**src/rtl/pe27_feeder_if.sv**
```systemverilog
// Bundle of the operand stream, MAC, result and status signals of the feeder.
// master: the feeder side (drives s_ready, MAC operands/start, result, status).
// slave: the environment side (operand source, MAC engine, result consumer).
interface pe27_feeder_if;
    logic         w_load;
    logic         s_valid;
    logic         s_ready;
    logic [7:0]   s_data;
    logic         mac_start;
    logic [215:0] mac_weights_flat;
    logic [215:0] mac_inputs_flat;
    logic         mac_busy;
    logic         mac_done;
    logic [23:0]  mac_out;
    logic         res_valid;
    logic         res_ready;
    logic [23:0]  res_data;
    logic         w_loaded;
    logic         busy;
    logic         err;

    modport master (
        input  w_load, s_valid, s_data, mac_busy, mac_done, mac_out, res_ready,
        output s_ready, mac_start, mac_weights_flat, mac_inputs_flat,
               res_valid, res_data, w_loaded, busy, err
    );

    modport slave (
        output w_load, s_valid, s_data, mac_busy, mac_done, mac_out, res_ready,
        input  s_ready, mac_start, mac_weights_flat, mac_inputs_flat,
               res_valid, res_data, w_loaded, busy, err
    );
endinterface

```
**src/rtl/pe27_feeder.sv**
```systemverilog
// Buffers 27 weight and 27 activation bytes from a byte stream and drives a 27-tap MAC.
// Latency: last activation handshake -> mac_start 1 cycle; mac_done -> res_valid 1 cycle.
// Backpressure: s_ready only while loading (from state); result held in OUT until res_ready.
module pe27_feeder #(
    parameter int WAIT_MAX = 512
) (
    input  logic          clk,
    input  logic          rst_n,
    pe27_feeder_if.master bus
);

    localparam logic [4:0] LAST_IDX = 5'd26;
    localparam int         WCW      = $clog2(WAIT_MAX + 1);
    localparam logic [WCW-1:0] WAIT_LAST = WCW'(WAIT_MAX - 1);

    typedef enum logic [2:0] {
        IDLE   = 3'd0,
        LOAD_W = 3'd1,
        LOAD_X = 3'd2,
        START  = 3'd3,
        WAIT   = 3'd4,
        OUT    = 3'd5
    } state_t;

    state_t         state;
    logic [4:0]     cnt;
    logic [WCW-1:0] wcnt;
    logic           mac_start_q;
    logic           res_valid_q;
    logic [23:0]    res_data_q;
    logic           w_loaded_q;
    logic           err_q;
    logic [215:0]   wbuf;
    logic [215:0]   xbuf;
    logic [7:0]     byte_base;

    // Byte lane of the current load slot; cnt never exceeds 26 so the lane stays in range.
    assign byte_base = {cnt, 3'b000};

    // Control FSM; buffers, counters and all registered outputs live here.
    always_ff @(posedge clk or negedge rst_n) begin
        if (!rst_n) begin
            state       <= IDLE;
            cnt         <= '0;
            wcnt        <= '0;
            mac_start_q <= 1'b0;
            res_valid_q <= 1'b0;
            res_data_q  <= '0;
            w_loaded_q  <= 1'b0;
            err_q       <= 1'b0;
            wbuf        <= '0;
            xbuf        <= '0;
        end else begin
            mac_start_q <= 1'b0;
            case (state)
                IDLE: begin
                    // A reload request wins over starting another window.
                    if (bus.w_load) begin
                        state      <= LOAD_W;
                        w_loaded_q <= 1'b0;
                        cnt        <= '0;
                    end else if (w_loaded_q) begin
                        state <= LOAD_X;
                        cnt   <= '0;
                    end
                end
                LOAD_W: begin
                    if (bus.s_valid) begin
                        wbuf[byte_base +: 8] <= bus.s_data;
                        if (cnt == LAST_IDX) begin
                            cnt        <= '0;
                            w_loaded_q <= 1'b1;
                            state      <= IDLE;
                        end else begin
                            cnt <= cnt + 5'd1;
                        end
                    end
                end
                LOAD_X: begin
                    if (bus.s_valid) begin
                        xbuf[byte_base +: 8] <= bus.s_data;
                        if (cnt == LAST_IDX) begin
                            cnt         <= '0;
                            mac_start_q <= 1'b1;
                            state       <= START;
                        end else begin
                            cnt <= cnt + 5'd1;
                        end
                    end
                end
                START: begin
                    wcnt  <= '0;
                    state <= WAIT;
                end
                WAIT: begin
                    // A done arriving on the timeout cycle still counts as a result.
                    if (bus.mac_done) begin
                        res_data_q  <= bus.mac_out;
                        res_valid_q <= 1'b1;
                        state       <= OUT;
                    end else if (wcnt == WAIT_LAST) begin
                        err_q <= 1'b1;
                        state <= IDLE;
                    end else begin
                        wcnt <= wcnt + WCW'(1);
                    end
                end
                OUT: begin
                    if (bus.res_ready) begin
                        res_valid_q <= 1'b0;
                        state       <= IDLE;
                    end
                end
                default: state <= IDLE;
            endcase
        end
    end

    // Ready depends on state only, so the source may wait on it without a loop through s_valid.
    assign bus.s_ready          = (state == LOAD_W) || (state == LOAD_X);
    assign bus.busy             = (state != IDLE);
    assign bus.mac_start        = mac_start_q;
    assign bus.mac_weights_flat = wbuf;
    assign bus.mac_inputs_flat  = xbuf;
    assign bus.res_valid        = res_valid_q;
    assign bus.res_data         = res_data_q;
    assign bus.w_loaded         = w_loaded_q;
    assign bus.err              = err_q;

    a_cnt_range: assert property (@(posedge clk) disable iff (!rst_n) cnt <= LAST_IDX);
    a_start_in_start: assert property (@(posedge clk) disable iff (!rst_n)
        mac_start_q |-> (state == START));
    a_res_hold: assert property (@(posedge clk) disable iff (!rst_n)
        (state == OUT && !bus.res_ready) |=> (res_valid_q && $stable(res_data_q)));
    a_err_sticky: assert property (@(posedge clk) disable iff (!rst_n) err_q |=> err_q);

endmodule

```
**src/flat_wrapper.sv**
```systemverilog
// flat-port wrapper written by rule: the top's interface ports become plain ports
module pe27_feeder_flat 
#(
    parameter int WAIT_MAX = 512
)
  (clk, rst_n, bus_w_load, bus_s_valid, bus_s_data, bus_mac_busy, bus_mac_done, bus_mac_out, bus_res_ready, bus_s_ready, bus_mac_start, bus_mac_weights_flat, bus_mac_inputs_flat, bus_res_valid, bus_res_data, bus_w_loaded, bus_busy, bus_err);
  pe27_feeder_if bus_i ();
  input  logic clk;
  input  logic rst_n;
  input wire logic [$bits(bus_i.w_load)-1:0] bus_w_load;
  input wire logic [$bits(bus_i.s_valid)-1:0] bus_s_valid;
  input wire logic [$bits(bus_i.s_data)-1:0] bus_s_data;
  input wire logic [$bits(bus_i.mac_busy)-1:0] bus_mac_busy;
  input wire logic [$bits(bus_i.mac_done)-1:0] bus_mac_done;
  input wire logic [$bits(bus_i.mac_out)-1:0] bus_mac_out;
  input wire logic [$bits(bus_i.res_ready)-1:0] bus_res_ready;
  output wire logic [$bits(bus_i.s_ready)-1:0] bus_s_ready;
  output wire logic [$bits(bus_i.mac_start)-1:0] bus_mac_start;
  output wire logic [$bits(bus_i.mac_weights_flat)-1:0] bus_mac_weights_flat;
  output wire logic [$bits(bus_i.mac_inputs_flat)-1:0] bus_mac_inputs_flat;
  output wire logic [$bits(bus_i.res_valid)-1:0] bus_res_valid;
  output wire logic [$bits(bus_i.res_data)-1:0] bus_res_data;
  output wire logic [$bits(bus_i.w_loaded)-1:0] bus_w_loaded;
  output wire logic [$bits(bus_i.busy)-1:0] bus_busy;
  output wire logic [$bits(bus_i.err)-1:0] bus_err;
  assign bus_i.w_load = bus_w_load;
  assign bus_i.s_valid = bus_s_valid;
  assign bus_i.s_data = bus_s_data;
  assign bus_i.mac_busy = bus_mac_busy;
  assign bus_i.mac_done = bus_mac_done;
  assign bus_i.mac_out = bus_mac_out;
  assign bus_i.res_ready = bus_res_ready;
  assign bus_s_ready = bus_i.s_ready;
  assign bus_mac_start = bus_i.mac_start;
  assign bus_mac_weights_flat = bus_i.mac_weights_flat;
  assign bus_mac_inputs_flat = bus_i.mac_inputs_flat;
  assign bus_res_valid = bus_i.res_valid;
  assign bus_res_data = bus_i.res_data;
  assign bus_w_loaded = bus_i.w_loaded;
  assign bus_busy = bus_i.busy;
  assign bus_err = bus_i.err;
  pe27_feeder #(.WAIT_MAX(WAIT_MAX)) u_core (.clk(clk), .rst_n(rst_n), .bus(bus_i));
endmodule
```
**config.mk**
```make
export PLATFORM = sky130hd
export DESIGN_NAME = pe27_feeder_flat
export DESIGN_NICKNAME = d
export VERILOG_FILES = /design/src/rtl/pe27_feeder_if.sv /design/src/rtl/pe27_feeder.sv /design/src/flat_wrapper.sv
export SDC_FILE = /design/constraint.sdc
export NUM_CORES = 1
export LEC_CHECK = 0
export CORE_MARGIN = 2
export CORE_UTILIZATION = 49
export DETAILED_ROUTE_END_ITERATION = 10
export PLACE_DENSITY = 0.83
export SLEW_MARGIN = 0
export SYNTH_ARGS = -nofsm -noshare
export SYNTH_HDL_FRONTEND = slang
export SYNTH_SLANG_ARGS = --single-unit
```
**constraint.sdc**
```tcl
create_clock -name clk -period 3 [get_ports clk]
set_clock_uncertainty 0.1 [all_clocks]
set_input_delay 0.3 -clock clk [delete_from_list [all_inputs] [get_ports clk]]
set_output_delay 0.3 -clock clk [all_outputs]
set_load 0.05 [all_outputs]
```
* Yosys cells after proc, flatten, opt, wreduce, memory -nomap -nowiden
Cells that the tools add are included.
** Storage, ports and cells
- Register bits :: 478
- Output and inout port bits :: 462
- Input port bits :: 39
- Logic and storage cells :: 82
** Cells by class
- Shift-type cells :: 2
- Bitwise operators :: 1
- Reductions and logical operators :: 17
- Eq/ne operators :: 19
- Mux-type cells :: 30
- Add/subtract/negate cells :: 3
** Operators by type and width (number)
- $bwmux W216 :: 2
- $shift A8 B10 Y216 const A :: 1
- $shiftx A8 B10 Y216 :: 1
- $mux W3 :: 9
- $mux W10 :: 2
- $mux W5 :: 4
- $pmux W10 S2 :: 1
- $pmux W3 S6 :: 1
- $ne A2 B2 Y1 const B :: 7
- $reduce_and A3 Y1 :: 4
- $add A10 B1 Y10 const B :: 1
- $eq A10 B9 Y1 const B :: 1
- $neg A8 Y10 :: 1
- $pmux W5 S2 :: 1
- $mux W1 :: 8
- $reduce_bool A2 Y1 :: 4
- $reduce_and A7 Y1 :: 1
- $eq A3 B2 Y1 const B :: 2
- $eq A3 B3 Y1 const B :: 2
- $ne A2 B1 Y1 const B :: 3
- $ne A3 B2 Y1 const B :: 2
- $reduce_and A2 Y1 :: 3
- $add A5 B1 Y5 const B :: 1
- $eq A5 B5 Y1 const B :: 1
- other kinds (8) :: 9

* Depth between registers and ports, before layout
Gate-level depths: netlist of the first run.
- Word-level depth :: 4
- Gate-level depth with buffers :: 10
- Gate-level depth less buffers :: 7

* Worst setup path before layout of the first run
Ideal clock, no wire load.
- Kind :: flip-flop to flip-flop
- Start point :: register u_core.cnt[0]
- End point :: register u_core.wbuf[128], in the netlist u_core.bus.mac_weights_flat[128]
- Required time :: 2.775 ns
- Arrival time :: 2.398 ns
- Period minus slack after synthesis :: 2.623 ns
- Setup time :: 0.125 ns
- Cell stages (with the launch flop) :: 10
- Slack :: 0.377 ns
- Path buffers :: 3
- Cell sequence :: dfrtp_1 > buf_2 > inv_1 > ha_1 > clkbuf_1 > nor3_1 > nand2_1 > or2_2 > buf_2 > mux2_2
** Between the ends
- Longest elaborated chain between the ends :: 3
- Elaborated cells between the ends (all ways) :: 4
- Those cells by class :: 1 x add/sub; 2 x shift; 1 x mux
** RTL lines
- from (decl) :: line pe27_feeder.sv:26 : logic [4:0] cnt;
- from (signal assigned) :: line pe27_feeder.sv:75 : cnt <= cnt + 5'd1;
- from (signal assigned) :: line pe27_feeder.sv:87 : cnt <= cnt + 5'd1;
- $neg A8 Y10 (*) :: line pe27_feeder.sv:69 : wbuf[byte_base +: 8] <= bus.s_data;
- $shiftx A8 B10 Y216 or $shift A8 B10 Y216 (tied branches) :: line pe27_feeder.sv:69
- $bwmux W216 (*) :: line pe27_feeder.sv:69
- to (signal, indexed assignment) :: line pe27_feeder.sv:69
- to (decl) :: line pe27_feeder.sv:33 : logic [215:0] wbuf;
Mark *: on every way between the ends. The rest lies on a longest branch, timed or not.
A chain may end at the register's enable or synchronous reset.

* Final worst setup path of the first run
- Start point :: register u_core.cnt[0]
- End point :: register u_core.wbuf[32], in the netlist u_core.bus.mac_weights_flat[32]
The elaborated chain is that of the path after synthesis.

==> results of run 1 <==
-- stage by stage --
stage | hold WS (ns) | power, mW
after global placement | 0.190 | 14.2
after floorplan | -0.0956 | 11.7
after CTS | 0.169 | 20.7
final | 0.201 | 20.6
after global routing | 0.235 | 21.3
after detailed placement | 0.197 | 14.4
-- kinds of logic (layout without fill, tap and decap cells) --
kind of cell	Yosys count	in the layout	share of synthesized area [%]
DFF	478	478	61.7
muxes	460	460	26.7
and+or+nand+nor	267	267	8.02
buffers and inverters	52	641	1.23
AOI/OAI and AO/OA	44	44	1.52
adders and majority gates	7	7	0.452
xor gates and xnor gates	7	7	0.394
-- final cells by class --
type	count	area share, %
multi-input cells	785	26.8
clock inverters	22	1.03
well taps	518	2.40
flip-flops and latches	478	44.4
clock buffers	65	5.14
repair buffers	544	20.1
inverters	10	0.139
-- state kept, by name (all words and copies together) (netlist names), 3 cells and up --
name / cells
u_core.bus.mac_inputs_flat: 216
u_core.bus.mac_weights_flat: 216
u_core.bus.res_data: 24
u_core.cnt: 5
u_core.state: 3
u_core.wcnt: 10
-- Yosys cell counts (all sizes together) --
cell,number
or2,4
or3b,2
and4bb,1
nand4,4
nand3,13
mux2,458
xnor2,6
and3,21
nand2b,5
ha,7
o21ai,26
or4b,1
o311ai,1
o32a,1
o31ai,1
buf,17
dfrtp,478
a32oi,2
nor4,4
clkbuf,25
nor3,31
o31a,1
nor3b,2
nor4b,2
nand4bb,1
nand3b,1
nor2b,19
a22o,1
and4b,1
inv,10
and2,15
mux2i,2
o2111ai,1
nor2,98
xor2,1
nand4b,1
and3b,1
a2bb2oi,1
a31oi,5
a21oi,2
a21o,1
nand2,40
o41a,1
-- power groups by stage --
stage	clock [mW]	sequential, mW	combinational (mW)
floorplan	0	9.45	2.28
global route	6.63	7.53	7.17
global placement	0	7.52	6.72
detailed placement	0	7.56	6.82
finish	6.29	7.47	6.85
CTS	6.39	7.46	6.86
-- metal layers --
metal / GRT usage [%] / vias up
li1: - / 5766
met1: 36.3 / 6978
met2: 46.8 / 521
met3: 7.51 / 140
met4: 13.4 / 2
met5: 0 / -
-- final timing paths --
| path | from | end | slack (ns) |
|---|---|---|---|
| min in group clk | bus_mac_out[13] | u_core.bus.res_data[13]$_DFFE_PN0P_ | 0.23 |
| max in group asynchronous | rst_n | u_core.bus.mac_weights_flat[169]$_DFFE_PN0P_ | 1.61 |
| max | u_core.cnt[0]$_DFFE_PN0P_ | u_core.bus.mac_weights_flat[32]$_DFFE_PN0P_ | 0.16 |
| max reg2reg | u_core.cnt[0]$_DFFE_PN0P_ | u_core.bus.mac_weights_flat[32]$_DFFE_PN0P_ | 0.16 |
| min | rst_n | u_core.bus.res_data[0]$_DFFE_PN0P_ | 0.20 |
| min reg2reg | u_core.bus.err$_DFFE_PN0P_ | u_core.bus.err$_DFFE_PN0P_ | 0.36 |
-- repair_timing --
action / CTS / global route
resized for setup: 0 / 1
endpoints found under the setup margin: 0 / 4
hold buffers: 1 / 0
endpoints found under the hold margin: 71 / 0
==> metrics list, run 1 <==
- Cell types with the largest area share after synthesis: dfrtp_1 (62%), mux2_2 (21%), mux2_1 (5.5%), nor2_4 (1.2%), nor2_1 (0.95%)
- Derived from the worst setup path, the maximum achievable clock frequency is 352 MHz.
* Total power divided by cell area: around 760 nW/um2
* Cell area after synthesis: approximately 19000 um2
- 0 antenna diodes ended up in the layout.
* CTS tree: yes
- The clock reaches the later pin of the worst-skew pair after 0.57 ns.
* Commonest cells after routing, fill and taps aside: clkdlybuf4s50_1 (498), dfrtp_1 (478), mux2_2 (363), mux2_1 (95), clkbuf_16 (49)
- Of the available clock period, the critical path in the final layout requires 94.6%.
- Setup violations remaining at the end of the flow were counted as 0.
- Multi-input gate area in the final layout: approximately 7200 um2
- Utilization after layout: roughly 69%
* Filler cells: roughly 2700
- Global routing used ~29% of the available tracks.
- Horiz. Die Dim: between 200 and 250 um
- The floorplan has between 70 and 80 rows.
- Along the worst path, the maximum fanout reaches 8.
* Kind of start point of the critical path: register
- Most common library cell in the layout ignoring fill and taps: clkdlybuf4s50_1
- In the routed design, unresolved DRC markers number 0.
- The initial antenna violation count came to 1.
* Accumulated negative setup slack: 0 ns
* Leakage component of the power: around 13 nW
- Max VDD drop: ~0.93 mV
- Die span in y: around 200 um
* Mapped Avg Cell Area: ~15 um2
* Effective utilization at floorplan: between 40% and 50%
* Combined flip-flop and latch cell area: 12000 um2
* Critical Setup Path Class: reg -> reg
- The finished cells cover 27000 um2.
- Ports placed on the boundary: around 500
- The number of placed instances, taps included, is about 2300.
* Crit path max-delay family: simple AND/OR/NAND/NOR gates
- Signal routing reaches up to met5.
- Wire length the detailed router placed on met1: roughly 24 mm
- Top cell type by total area after synthesis: dfrtp_1
* Pin count of the biggest net entering global routing: 75
* Number of nets produced by synthesis: 1361
* Area of the placeable core: slightly below 40000 um2
- Number of detailed-route iterations in the first pass: 5
- Reg2reg path depth: 6
* Proportion of power drawn by combinational gates: between 30 and 40%
* Weighted congestion at the end of routability-driven global placement: around 0.85
- Excluding fillers, the count of instances in the completed layout stands at between 2000 and 2500.
- Data on the critical path arrives at its endpoint at roughly 3.2 ns.
- RSZ-0062 raised after global routing: no
- Dividing the detail-routed via count by the number of cells gives around 5.5.
- The count of nets left with antenna violations once routing finished came out at 0.
- Across the run, the number of max-cap violations was 0.
- The number of max-slew violations in the final report is 0.
* Die Outline Area: 41200 um2
* Detailed route wirelength on metal2: between 20 and 30 mm
- The number of buffers and inverters on the critical path is 1.
- Number of buffers added on ports: between 400 and 500
- Gate Count Post-Synth: ~1300
* Worst min path class: in -> async
* Share of cells above drive strength 1: between 20% and 30%
- The run finished with clean final reports.
- Vias in the first global route: approximately 14000
* Wire per inst: 24.5 um
- Half-perimeter wire length after detailed placement: between 40 and 50 mm
- The longest clock path from root to sink contains 3 buffers.
- In this run the tightest slew margin relative to its limit is 40.3%.
- Number of buffers created by CTS: 48
- The largest individual stage delay along the critical path comes from the cell nor3_1.
- The share of synthesized area in the top cell type comes to 61.7%.
- For this design the total switching power over the nets is 7.63 mW.
* Sequential power share: between 30% and 40%
- The total overflow left after global routing is 0.
- The critical path runs through a total of 6 cells.
- Number of failing hold endpoints at the final stage: 0
- Before CTS, the worst setup slack after placement is roughly 0.12 ns.
- CP Capture Type: register
- Met3 WL: roughly 4.4 mm
- Register area share after synthesis: between 60 and 70%
- Setup slack closes at about 0.16 ns.
* Placed Instance Area: approximately 25000 um2
* CTS clk-pin slew, worst paths: roughly 0.060 ns
- Cell-by-cell trace of the critical path: inv_1 -> ha_1 -> nor3_1 -> nand2_1 -> nor2_2 -> mux2_2
- Initial detailed-routing violation count: around 670
- Data on the critical path is required at its endpoint by about 3.4 ns.
- The tree is rooted in a clkbuf_16.
* Library cells used by synthesis: 55
- Area growth, synth to finish: 39.0%
* Register bit count reported by yosys: around 480
- Biggest cell delay along the critical path: ~0.56 ns
* First-pass GRT wire length: 89.2 mm
* Cell Int Power: around 13 mW
- The Yosys step of the flow raised 0 warnings.
* Via count: roughly 13000
* Post-CTS setup buffer count: 0
- The clock tree synthesis step divided the H-tree into 2 levels.
* Clock power frac: a little under a third
- Layout Nets: around 1900
- Aggregate routed wire length: approximately 59 mm
* Worst-Margin Slew: a little under 0.9 ns
* Number of sinks on the clock net: ~480
- Subtracting the final worst setup slack from the clock period gives 2.84 ns.
* Switching Share: roughly 37%
Power figures use the tool's default switching activity.
==> run 2, diff against run 1 <==
Settings changed: ABC_AREA set to 1, CORE_UTILIZATION 49 to 38, PLACE_DENSITY 0.83 to 0.67.
==> run 2 against run 1 <==
Via count up 30%. Sequential share of layout area down 1.4 points. Highest routed layer unchanged. Critical path depth grew 6. Register-to-register slack better by 0.096 ns. Cell area grew 3.3%. Routed wire length up 13%. Count of clock-buffer cells in the layout increased by 7. First-iteration DRC count up 88%. Critical path type unchanged. Global-route usage decreased by 4.8 points. Largest power group unchanged. Sequential cell count unchanged.
==> metrics list, run 2 <==
- In this run, synthesis produced a sequential element count of about 480.
- Hold is met by ~0.21 ns.
* Register area share after synthesis: 58.9%
- Setup repair after global routing left no endpoint under its margin.
* Commonest cells after routing, fill and taps aside: nand2_1 (763), clkdlybuf4s50_1 (497), dfrtp_1 (478), nand4_1 (198), o21ai_0 (134)
* Required time of the critical path: 3.36 ns
- Post-detailed-route via-to-cell ratio: around 5.2
- Kind of start point of the critical path: register
- Post-route ant nets: 0
- In this run switching power makes up 38.2% of total power.
- Counting flops with an async set or reset pin after synthesis yields a share of 100%.
- For this run, the number of Yosys warnings is 0.
- A synthesized cell averages roughly 9.5 um2.
- In the final layout, the share of cells above drive strength 1 is 11.2%.
* Period utilisation layout: 91.4%
- Sw power: 8.00 mW
- The first global-routing pass estimated approximately 100 mm of wire.
- Total global routing overflow: 0
* Largest fanout on the critical path: 24
* Half-perimeter wire length after detailed placement: 48.4 mm
* Aggregate routed wire length: around 67 mm
- In the final routed layout, each cell accounts on average for a little over 20 um.
* Via count: around 17000
* Total power divided by cell area: 751 nW/um2
- Slew Viols, Final: 0
- Area growth, synth to finish: 37.2%
- By count the netlist is led by nand2_1 (763), dfrtp_1 (478), nand4_1 (198).
* Cell types with the largest area share after synthesis: dfrtp_1 (59%), nand2_1 (14%), nand4_1 (6.1%), o21ai_0 (3.3%), nand3_1 (2.1%)
- Clock power frac: 32.1%
- In this run the clock root is driven by a clkbuf_16.
* Critical Setup Path Class: reg -> reg
* Final setup violation count: 0
- Vias in the first global route: around 17000
* Top cell type by total area after synthesis: dfrtp_1
- In this run the worst hold path is classified as in -> reg.
- For this configuration, the core starts out at a cell density of just under 40%.
- Arrival time reported for the critical path endpoint: approximately 3.1 ns
- Adding up every negative setup slack in the final design gives 0 ns.
- Die span in y: ~240 um
- In this run the tightest slew margin relative to its limit is 54.8%.
- Initial detailed-routing violation count: about 1300
* Min Tclk post-route: approximately 2.7 ns
* Cell Int Power: 12.9 mW
* Total number of placement rows: 84
* Number of sinks on the clock net: 478
- In this run the post-CTS setup repair buffer count came out at 0.
- Leaving out fill and tap cells, the most frequent cell in the layout is nand2_1.
* Max VDD drop: 0.554 mV
- The core region is ~53000 um2.
- Pin count of the biggest net entering global routing: 74
- Number of nets produced by synthesis: 2173
- Run status: completed
- Number of detailed-route iterations in the first pass: 5
* CTS tree: yes
- Initial antenna violation count: 4
* Number of buffers created by CTS: just over 50
- Ports placed on the boundary: 501
* Number of buffers added on ports: 499
- Proportion of power drawn by combinational gates: about a third
* Synth Flop Type: dfrtp_1
- Worst-skew pair later-pin latency: 0.59 ns
* Total power after layout: approximately 21 mW
- The most common cell in the synthesized netlist is nand2_1.
- Yosys mapped the design onto 37 distinct sky130hd cell types.
* Leakage component of the power: approximately 13 nW
* Max-cap violations: 0
- Static timing analysis puts the maximum clock frequency at between 300 and 400 MHz.
- Synthesis handed over a netlist of roughly 2100 instances.
* Die Outline Area: between 50000 and 60000 um2
- CTS clk-pin slew, worst paths: roughly 0.060 ns
- After synthesis the cells add up to between 20000 and 25000 um2.
- The longest clock path from root to sink contains 3 buffers.
* Layout Nets: between 2000 and 3000
- Proportion of netlist area held by the largest area contributor: between 50 and 60%
- At the end of routability-driven placement, the weighted congestion stood at between 0.8 and 0.9.
* Worst-Margin Slew: 0.677 ns
- Global routing consumed, over all layers together, between 20% and 30% of the routing resources.
- The final count of hold timing violations came to 0.
- Number of antenna diodes: 0
- Number of synthesized flops with an enable pin: 0
- Number of levels in the clock H-tree: 2
- In this run the horizontal extent of the chip is between 200 and 250 um.
* Sequential power share: around 35%
- For this run, design rule violations remaining after detail routing come to 0.
- STA classifies the critical path endpoint as a register.
-- run 2: cell types whose count changed after synthesis, sizes merged, moves of 14 or more --
cell,delta
buf,+92
nor2,-19
o21ai,+200
nor3,-18
mux2,-434
nand2,+751
nor2b,-19
nand3,+102
and3,-21
nand4,+196
and2,-14
inv,+38
-- run 2: logic make-up after synthesis --
kind of cell             share of synthesized area [%]
flip-flops                                        58.9
AND/OR/NAND/NOR                                   28.5
buffers and inverters                             4.74
adder cells (fa/ha/maj)                          0.431
AO/OA/AOI/OAI                                     6.09
multiplexers                                      1.33
-- run 2: layout make-up --
cell class	count	area (um2)
clock buffers	72	1490
clock inverters	20	310
repair buffers	562	5640
multi-input cells	1473	7410
inverters	48	190
flip-flops and latches	478	12000
fillers	4660	24800
well taps	688	861
-- run 2: metrics by stage --
step                setup WS (ns)  utilization [%]  instances  cell area, um2
global route               0.0452             52.9       3341           27900
finish                      0.259             52.9       3341           27900
global placement            0.360             49.5       3248           26000
CTS                        0.0419             52.9       3341           27900
floorplan                   0.354                -       2127           20300
detailed placement          0.314             49.5       3248           26000
-- run 2: power by group through the flow --
stage / Sequential, mW / Clock [mW] / Combinational, mW
after global routing: 7.47 / 7.11 / 7.20
after CTS: 7.41 / 6.82 / 6.84
after global placement: 7.48 / 0 / 6.73
after floorplan: 9.37 / 0 / 2.65
after detailed placement: 7.50 / 0 / 6.82
final: 7.41 / 6.71 / 6.80
-- run 2: final timing paths --
| kind | startpoint | end | slack [ns] | cells after the start |
|---|---|---|---|---|
| setup / recovery | u_core.cnt[1]$_DFFE_PN0P_ | u_core.bus.mac_weights_flat[174]$_DFFE_PN0P_ | 0.26 | 12 |
| hold / removal | bus_mac_out[21] | u_core.bus.res_data[21]$_DFFE_PN0P_ | 0.21 | 2 |
| setup reg to reg | u_core.cnt[1]$_DFFE_PN0P_ | u_core.bus.mac_weights_flat[174]$_DFFE_PN0P_ | 0.26 | 12 |
| hold reg to reg | u_core.bus.mac_weights_flat[74]$_DFFE_PN0P_ | u_core.bus.mac_weights_flat[74]$_DFFE_PN0P_ | 0.37 | 2 |
| max in group asynchronous | rst_n | u_core.bus.mac_weights_flat[209]$_DFFE_PN0P_ | 1.70 | 3 |
| min in group asynchronous | rst_n | u_core.bus.mac_inputs_flat[22]$_DFFE_PN0P_ | 0.22 | 2 |
-- run 2: what timing repair did --
item	CTS	global route
gates resized for setup	0	1
setup endpoints to repair	0	1
hold endpoints to repair	59	0
hold buffers	1	0
-- run 2: worst max-delay path: stages, from the launching register on --
cell and delay [ns]:
dfrtp_1 0.46, inv_2 0.12, ha_1 0.24, inv_2 0.06
nand2_2 0.08, nand2_8 0.26, inv_6 0.16, nor2_8 0.29
nand2_2 0.13, nor2_2 0.17, nand2_2 0.25, nand2_1 0.18
o21ai_2 0.07
-- run 2: per-layer routing --
metal  track usage (%)  wire length (um)  vias to the layer above
met5                 0                55                        -
met4              8.00              2210                        8
met1              30.9             28100                     8526
li1                  -                 -                     8115
met3              6.27              4980                      135
met2              39.4             32100                      669
